[src/rtl/seq_eq_pkg.sv]
// ----------------------------------------------------------------------------
// seq_eq_pkg
//
// Shared declarations for the sequential chunked comparator (seq_eq).
//
// Contents:
//   state_e    - controller states: idle, comparing, result-valid
//   cnt_width  - width of the compare-cycle counter for a given chunk count,
//                sized so that the value NSTEP itself is representable
// ----------------------------------------------------------------------------
package seq_eq_pkg;

    typedef enum logic [1:0] {
        StIdle = 2'd0,
        StCmp  = 2'd1,
        StDone = 2'd2
    } state_e;

    // Counter must hold 0..nstep inclusive.
    function automatic int unsigned cnt_width(input int unsigned nstep);
        return $clog2(nstep + 1);
    endfunction

endpackage

[src/rtl/seq_eq_eq_chunk.sv]
// ----------------------------------------------------------------------------
// eq_chunk
//
// Combinational STEP-bit unsigned comparator used by seq_eq on the current
// most-significant chunk of its operand shift registers.
//
// Parameters:
//   STEP  - chunk width in bits (>= 1)
//
// Ports:
//   a  in   STEP  chunk of operand A
//   b  in   STEP  chunk of operand B
//   e  out  1     a == b
//   g  out  1     a >  b (unsigned)
// ----------------------------------------------------------------------------
module eq_chunk #(
    parameter int unsigned STEP = 1
) (
    input  logic [STEP-1:0] a,
    input  logic [STEP-1:0] b,
    output logic            e,
    output logic            g
);

    assign e = (a == b);
    assign g = (a > b);

endmodule

[src/rtl/seq_eq.sv]
// ----------------------------------------------------------------------------
// seq_eq
//
// Sequential unsigned magnitude comparator. Two WIDTH-bit operands are
// captured on an accepted start and compared STEP bits per clock, most
// significant chunk first. The first unequal chunk decides gt/lt; later
// chunks cannot change the decision. Results (eq/gt/lt/cycles) are registered
// when the controller enters its result state and are held until the next
// operation's result replaces them.
//
// Build option:
//   EARLY_EXIT_EN  when defined, comparison stops at the first mismatching
//                  chunk and cycles reports that chunk's 1-based index.
//                  When undefined, all NSTEP chunks are always evaluated and
//                  cycles == NSTEP (data-independent latency). eq/gt/lt are
//                  the same in both builds.
//
// Parameters:
//   WIDTH  - operand width in bits (>= 1)
//   STEP   - bits compared per cycle; WIDTH must be a multiple of STEP
//
// Ports:
//   clk     in   1       clock, rising edge
//   rst     in   1       synchronous active-high reset, priority over start
//   start   in   1       request, accepted only while busy == 0
//   x       in   WIDTH   operand A, sampled on accepted start
//   y       in   WIDTH   operand B, sampled on accepted start
//   busy    out  1       operation in progress (compare or result state)
//   done    out  1       one-cycle pulse, results valid
//   eq      out  1       x == y
//   gt      out  1       x >  y (unsigned)
//   lt      out  1       x <  y (unsigned)
//   cycles  out  CW      compare cycles used for the last result
// ----------------------------------------------------------------------------
module seq_eq
    import seq_eq_pkg::*;
#(
    parameter  int unsigned WIDTH = 8,
    parameter  int unsigned STEP  = 1,
    localparam int unsigned NSTEP = WIDTH / STEP,
    localparam int unsigned CW    = cnt_width(NSTEP)
) (
    input  logic             clk,
    input  logic             rst,
    input  logic             start,
    input  logic [WIDTH-1:0] x,
    input  logic [WIDTH-1:0] y,
    output logic             busy,
    output logic             done,
    output logic             eq,
    output logic             gt,
    output logic             lt,
    output logic [CW-1:0]    cycles
);

`ifdef EARLY_EXIT_EN
    localparam bit EarlyExit = 1'b1;
`else
    localparam bit EarlyExit = 1'b0;
`endif

    // Counter value while the final chunk is on the comparator.
    localparam logic [CW-1:0] LastCnt = CW'(NSTEP - 1);

    // ------------------------------------------------------------------------
    // State
    // ------------------------------------------------------------------------
    state_e           state_q, state_d;
    logic [WIDTH-1:0] xs_q, xs_d;
    logic [WIDTH-1:0] ys_q, ys_d;
    logic [CW-1:0]    cnt_q, cnt_d;
    logic             mis_q, mis_d;          // a mismatching chunk has been seen
    logic             gt_seen_q, gt_seen_d;  // direction of that first mismatch
    logic             eq_q, eq_d;
    logic             gt_q, gt_d;
    logic             lt_q, lt_d;
    logic [CW-1:0]    cycles_q, cycles_d;

    // ------------------------------------------------------------------------
    // Chunk comparator on the top STEP bits of the shift registers
    // ------------------------------------------------------------------------
    logic [STEP-1:0] x_chunk;
    logic [STEP-1:0] y_chunk;
    logic            chunk_eq;
    logic            chunk_gt;

    assign x_chunk = xs_q[WIDTH-1 -: STEP];
    assign y_chunk = ys_q[WIDTH-1 -: STEP];

    eq_chunk #(
        .STEP (STEP)
    ) u_chunk (
        .a (x_chunk),
        .b (y_chunk),
        .e (chunk_eq),
        .g (chunk_gt)
    );

    // ------------------------------------------------------------------------
    // Next-state logic
    // ------------------------------------------------------------------------
    logic last_chunk;
    logic mis_now;   // mismatch flag including the chunk evaluated this cycle
    logic gt_now;    // decision including the chunk evaluated this cycle

    always_comb begin
        state_d   = state_q;
        xs_d      = xs_q;
        ys_d      = ys_q;
        cnt_d     = cnt_q;
        mis_d     = mis_q;
        gt_seen_d = gt_seen_q;
        eq_d      = eq_q;
        gt_d      = gt_q;
        lt_d      = lt_q;
        cycles_d  = cycles_q;

        last_chunk = (cnt_q == LastCnt);
        mis_now    = mis_q | ~chunk_eq;
        // Once a mismatch is recorded its direction is frozen.
        gt_now     = mis_q ? gt_seen_q : chunk_gt;

        unique case (state_q)
            StIdle: begin
                if (start) begin
                    state_d   = StCmp;
                    xs_d      = x;
                    ys_d      = y;
                    cnt_d     = '0;
                    mis_d     = 1'b0;
                    gt_seen_d = 1'b0;
                end
            end

            StCmp: begin
                xs_d      = xs_q << STEP;
                ys_d      = ys_q << STEP;
                cnt_d     = cnt_q + 1'b1;
                mis_d     = mis_now;
                gt_seen_d = gt_now;
                if (last_chunk || (EarlyExit && !chunk_eq)) begin
                    state_d  = StDone;
                    eq_d     = ~mis_now;
                    gt_d     = mis_now & gt_now;
                    lt_d     = mis_now & ~gt_now;
                    cycles_d = cnt_q + 1'b1;
                end
            end

            StDone: begin
                state_d = StIdle;
            end

            default: begin
                state_d = StIdle;
            end
        endcase
    end

    // ------------------------------------------------------------------------
    // Registers
    // ------------------------------------------------------------------------
    always_ff @(posedge clk) begin
        if (rst) begin
            state_q   <= StIdle;
            xs_q      <= '0;
            ys_q      <= '0;
            cnt_q     <= '0;
            mis_q     <= 1'b0;
            gt_seen_q <= 1'b0;
            eq_q      <= 1'b0;
            gt_q      <= 1'b0;
            lt_q      <= 1'b0;
            cycles_q  <= '0;
        end else begin
            state_q   <= state_d;
            xs_q      <= xs_d;
            ys_q      <= ys_d;
            cnt_q     <= cnt_d;
            mis_q     <= mis_d;
            gt_seen_q <= gt_seen_d;
            eq_q      <= eq_d;
            gt_q      <= gt_d;
            lt_q      <= lt_d;
            cycles_q  <= cycles_d;
        end
    end

    // ------------------------------------------------------------------------
    // Outputs, all decoded from or taken directly from flops
    // ------------------------------------------------------------------------
    assign busy   = (state_q != StIdle);
    assign done   = (state_q == StDone);
    assign eq     = eq_q;
    assign gt     = gt_q;
    assign lt     = lt_q;
    assign cycles = cycles_q;

endmodule

[config.mk]
export PLATFORM = sky130hd
export DESIGN_NAME = seq_eq
export DESIGN_NICKNAME = d
export VERILOG_FILES = /design/src/rtl/seq_eq_pkg.sv /design/src/rtl/seq_eq_eq_chunk.sv /design/src/rtl/seq_eq.sv
export SDC_FILE = /design/constraint.sdc
export NUM_CORES = 1
export LEC_CHECK = 0
export BUFFER_PORTS_ARGS = -buffer_cell sky130_fd_sc_hd__clkbuf_2
export CORE_ASPECT_RATIO = 0.5
export CORE_MARGIN = 10
export CORE_UTILIZATION = 54
export DETAILED_ROUTE_END_ITERATION = 10
export GPL_TIMING_DRIVEN = 0
export MAX_ROUTING_LAYER = met4
export PLACE_DENSITY_LB_ADDON = 0.12
export REMOVE_ABC_BUFFERS = 1
export SYNTH_ARGS = -nofsm -noshare
export SYNTH_HDL_FRONTEND = slang
export SYNTH_SLANG_ARGS = --single-unit
[constraint.sdc]
create_clock -name clk -period 1.9 [get_ports clk]
set_clock_uncertainty 0.15 [all_clocks]
set_input_delay 0.285 -clock clk [delete_from_list [all_inputs] [get_ports clk]]
set_output_delay 0.285 -clock clk [all_outputs]
set_load 0.005 [all_outputs]
# Word level (Yosys, flattened, before mapping)
# Index checks and enable logic that the tools add are counted.
# word_totals
latchBits,0
ram_bits,0
rom_bits,0
inputBits,19
memories,0
register_bits,31
# classes
shifts,0
order_cmp,1
div,0
multipliers,0
eq_ne,6
n_reduce_logical,6
n_mux,13
addsub,1
n_bitwise,6
# op_table
op,count
8-bit case mux with 2 select lines,2
8-bit two-way mux,2
4-bit case mux with 2 select lines,1
2-bit AND reduction,3
4-bit by 1-bit adder with 4-bit output (second input constant),1
4-bit by 3-bit equality test with 1-bit output (second input constant),1
2-bit two-way mux,2
4-bit two-way mux,1
2-bit != test (second input constant),2
1-bit case mux with 2 select lines,2
2-bit case mux with 2 select lines,1
2-bit nonzero test,2
1-bit inverter,3
1-bit bitwise AND,2
2-bit by 1-bit equality test with 1-bit output (second input constant),1
2-bit equality test (second input constant),1
2-bit logical NOT,1
1-bit two-way mux,2
1-bit equality test,1
1-bit > comparator,1
1-bit bitwise OR,1

# Logic depth before layout (Yosys ltp)
# depth
ltp_word,4
depth_mapped,5
ltp_nobuf,5

# Hierarchy
# From an unflattened synthesis, not the netlist that was laid out.
# hier_totals
cells_unflattened,166
area_unflattened_um2,1468.9
# by_module_without_submodules
mod,area_per_inst_um2,cells_each,instances
seq_eq,1452.6,164,1
eq_chunk,16.3,2,1

# Worst setup path after synthesis
# OpenSTA, ideal clock, no wires.
# synth_timing
path_kind,register to register
from,reg cnt_q[0]
to,"reg lt_q, in the netlist lt"
setup_slack_ps,315
path_stages_with_launch,5
n_path_buf,0
arrival_ps,1365
path_cell_list,dfxtp_1 -> ha_1 -> nand3b_1 -> or4b_1 -> a21oi_1
# synth_between
elab_chain_len,2
# synth_lines
item,line,text
start: declaration,seq_eq.sv:71,"logic [CW-1:0] cnt_q, cnt_d;"
start signal: assignment,seq_eq.sv:179,cnt_q <= cnt_d;
4-bit by 3-bit equality test with 1-bit output,seq_eq.sv:118,last_chunk = (cnt_q == LastCnt);
2-bit AND reduction (no source line),-,
end signal: assignment,seq_eq.sv:184,lt_q <= lt_d;
end: declaration,seq_eq.sv:76,"logic lt_q, lt_d;"
# No other way between the ends.
# A chain may end at the register's enable or synchronous reset.

# Final worst setup path
# Ends and elaborated chain as after synthesis.

==> results.txt <==
Yosys warns -> 0
Row cnt -> 13
Clock Latency Late Sink -> 0.28 ns
Dpl ws -> -0.313 ns
GP Congestion -> 0.730
Share of layout cells above drive strength 1 -> 29.1%
CTS Buffer Depth -> 2
Clk slew on worst S/H paths -> 0.07 ns
Wirelength per Cell -> 13.5 um
Yosys top cell area share -> 41.6%
Vias/cell -> 5.32
Setup TNS Final -> 0 ns
Main flop type after synthesis -> dfxtp_1
Synth top area cells -> dfxtp_1 42%, nand2b_1 7.1%, or3b_2 7.1%
Leading area contributor after synthesis -> dfxtp_1
Final Critical Period -> 1.81 ns
Commonest cells after routing, fill and taps aside -> 29 x dfxtp_1, 27 x clkbuf_2, 20 x a21oi_1
PortBufs -> 27
Initial antenna violation count -> 0
Pwr Total -> 1.40 mW
GRT overflow -> 0
Slew headroom -> 59.0%
Die Ht -> 57.1 um
Worst Path Required -> 1.95 ns
Core area -> 2620 um^2
Reg2reg start -> cnt_q[0]$_SDFFE_PP0P_
Synth Instances -> 175
Vias in the first global route -> 1,246
Mapped cell area -> 1490 um^2
GRT Util Overall -> 12.3%
Hold WC Path Type -> in -> reg
Num CTS Buffers -> 5
TritonCTS clock tree -> yes
Final Max Tran Viols -> 0
Ys async rst share -> 0%
Area after DPL -> 1600 um^2
Root Driver -> clkbuf_8
Antenna Cells -> 0
CTS Hold Bufs -> 0
Crit. End Element -> flop
Starting DRT DRC Count -> 91
Hold path depth -> 4
Die area -> 5390 um^2
Final Hold Viols -> 0
Critical R2R Capture -> lt$_SDFFE_PP0P_
Crit share post-route -> 95.2%
Max cap viols -> 0
Largest net degree at the start of global routing -> 41
Top Ports -> 28
Power Dens Cells -> 813 nW/um^2
Worst-Margin Slew -> 0.615 ns
EDFF count, synth -> 0
Die Wd -> 94.3 um
Setup slack, reg-to-reg -> 0.09 ns
Final Worst Setup Slack -> 0.0916 ns
Post-route ant nets -> 0
CP Launch Point -> cnt_q[0]$_SDFFE_PP0P_
Status -> complete, no violations
Fmax -> 553 MHz
Most common cell after layout, fill and taps aside -> dfxtp_1
Fin nets -> 220
Vias -> 1,255
Worst setup path class -> reg -> reg
Syn Area/Cell -> 8.52 um^2
Final Instance Area -> 1720 um^2
H-tree depth -> 2
Crit path launch type -> flop
Capture point of the worst path -> lt$_SDFFE_PP0P_
Post-synthesis sequential area ratio -> 41.6%
Area grow syn2layout -> 15.4%
Clk sinks -> 31
Initial Util -> 56.9%
Yosys cell types -> 38
Total iterations of the first detailed-routing run -> 4
Worst VDD drop -> 415 uV
Detail Placement HPWL -> 2070 um
Final-report setup violation count -> 0
Static Leakage -> 0.701 nW
Maximum fanout along the worst path -> 7
Register-to-Register Path Depth -> 4
First-pass GRT wire length -> 5260 um
Arr. time, crit path -> 1.86 ns
Post-route DRC -> 0
Register bit total from synthesis -> 31
RSZ-0062 raised after global routing -> false
Post-Route WL -> 3180 um
[cell usage after synthesis, types with 2 or more instances]
cell type / number
buf_2: 3
or3_1: 2
a211oi_1: 2
buf_6: 2
a22oi_1: 2
nor3_1: 12
clkbuf_1: 7
dfxtp_1: 31
ha_1: 2
nand3b_1: 2
nand2b_1: 17
nand2_1: 4
o21ai_0: 8
o31a_1: 2
a21oi_1: 20
nand3_1: 3
or3b_2: 12
nor2b_1: 2
nor2_1: 19
inv_1: 3
nor3b_1: 2
o221a_2: 2
[routing by layer]
metal	up-vias	GRT usage [%]	wire length (um)
li1	660	-	-
met1	568	13.0	1540
met2	23	20.1	1460
met3	4	4.95	168
met4	0	5.38	23
met5	-	-	0
[critical path, stage by stage (launching register included)]
cell and delay (ns):
dfxtp_1 0.42, ha_1 0.25, nand3b_1 0.21, or4b_1 0.56, a21oi_1 0.14
[flip-flops by register name, summed over array words and instances, names as in the netlist]
register / count
xs_q: 8
cycles: 4
mis_q: 1
eq: 1
gt: 1
state_q: 2
gt_seen_q: 1
lt: 1
cnt_q: 4
ys_q: 8
[logic make-up (layout without fill, tap and decap cells)]
group	count (synthesis)	in the layout	share of synthesized area, %
and+or+nand+nor	84	84	33.8
adders and majority gates	2	2	1.68
AOI/OAI and AO/OA	41	41	16.8
DFF	31	31	41.6
muxes	1	1	0.756
buffers and inverters	16	40	5.29
[report_power, final]
part / total (mW) / switching (mW) / internal (mW)
Sequential: 0.718 / 0.0324 / 0.686
Combinational: 0.164 / 0.0785 / 0.0854
Clock: 0.516 / 0.232 / 0.284
[timing repair]
item / in CTS / in global routing
pin swaps: 0 / 0
resized for setup: 2 / 1
endpoints found under the setup margin: 30 / 2
buffers inserted: 0 / 3
[area by class of cell]
type / count / area [um^2]
clock inverters: 1 / 5.00
fillers: 232 / 900
flip-flops and latches: 31 / 626
repair buffers: 30 / 158
inverters: 3 / 11.3
multi-input cells: 128 / 791
well taps: 37 / 46.3
clock buffers: 6 / 82.6
[worst min-delay path by stage]
| stage | startpoint | end |
|---|---|---|
| global placement | xs_q[0]$_SDFFE_PP0P_ | xs_q[0]$_SDFFE_PP0P_ |
| CTS | x[0] | xs_q[0]$_SDFFE_PP0P_ |
| detailed placement | lt$_SDFFE_PP0P_ | lt$_SDFFE_PP0P_ |
| floorplan | rst | cnt_q[2]$_SDFFE_PP0P_ |
| finish | x[0] | xs_q[0]$_SDFFE_PP0P_ |
| global route | x[7] | xs_q[7]$_SDFFE_PP0P_ |
[stage by stage]
step / utilization (%) / hold WS [ns] / instances
finish: 65.6 / 0.232 / 236
global route: 65.6 / 0.274 / 236
CTS: 64.7 / 0.225 / 233
detailed placement: 61.3 / 0.316 / 226
global placement: 61.3 / 0.303 / 226
floorplan: - / 0.204 / 162
Note: power is estimated with default switching activity, not from simulation.
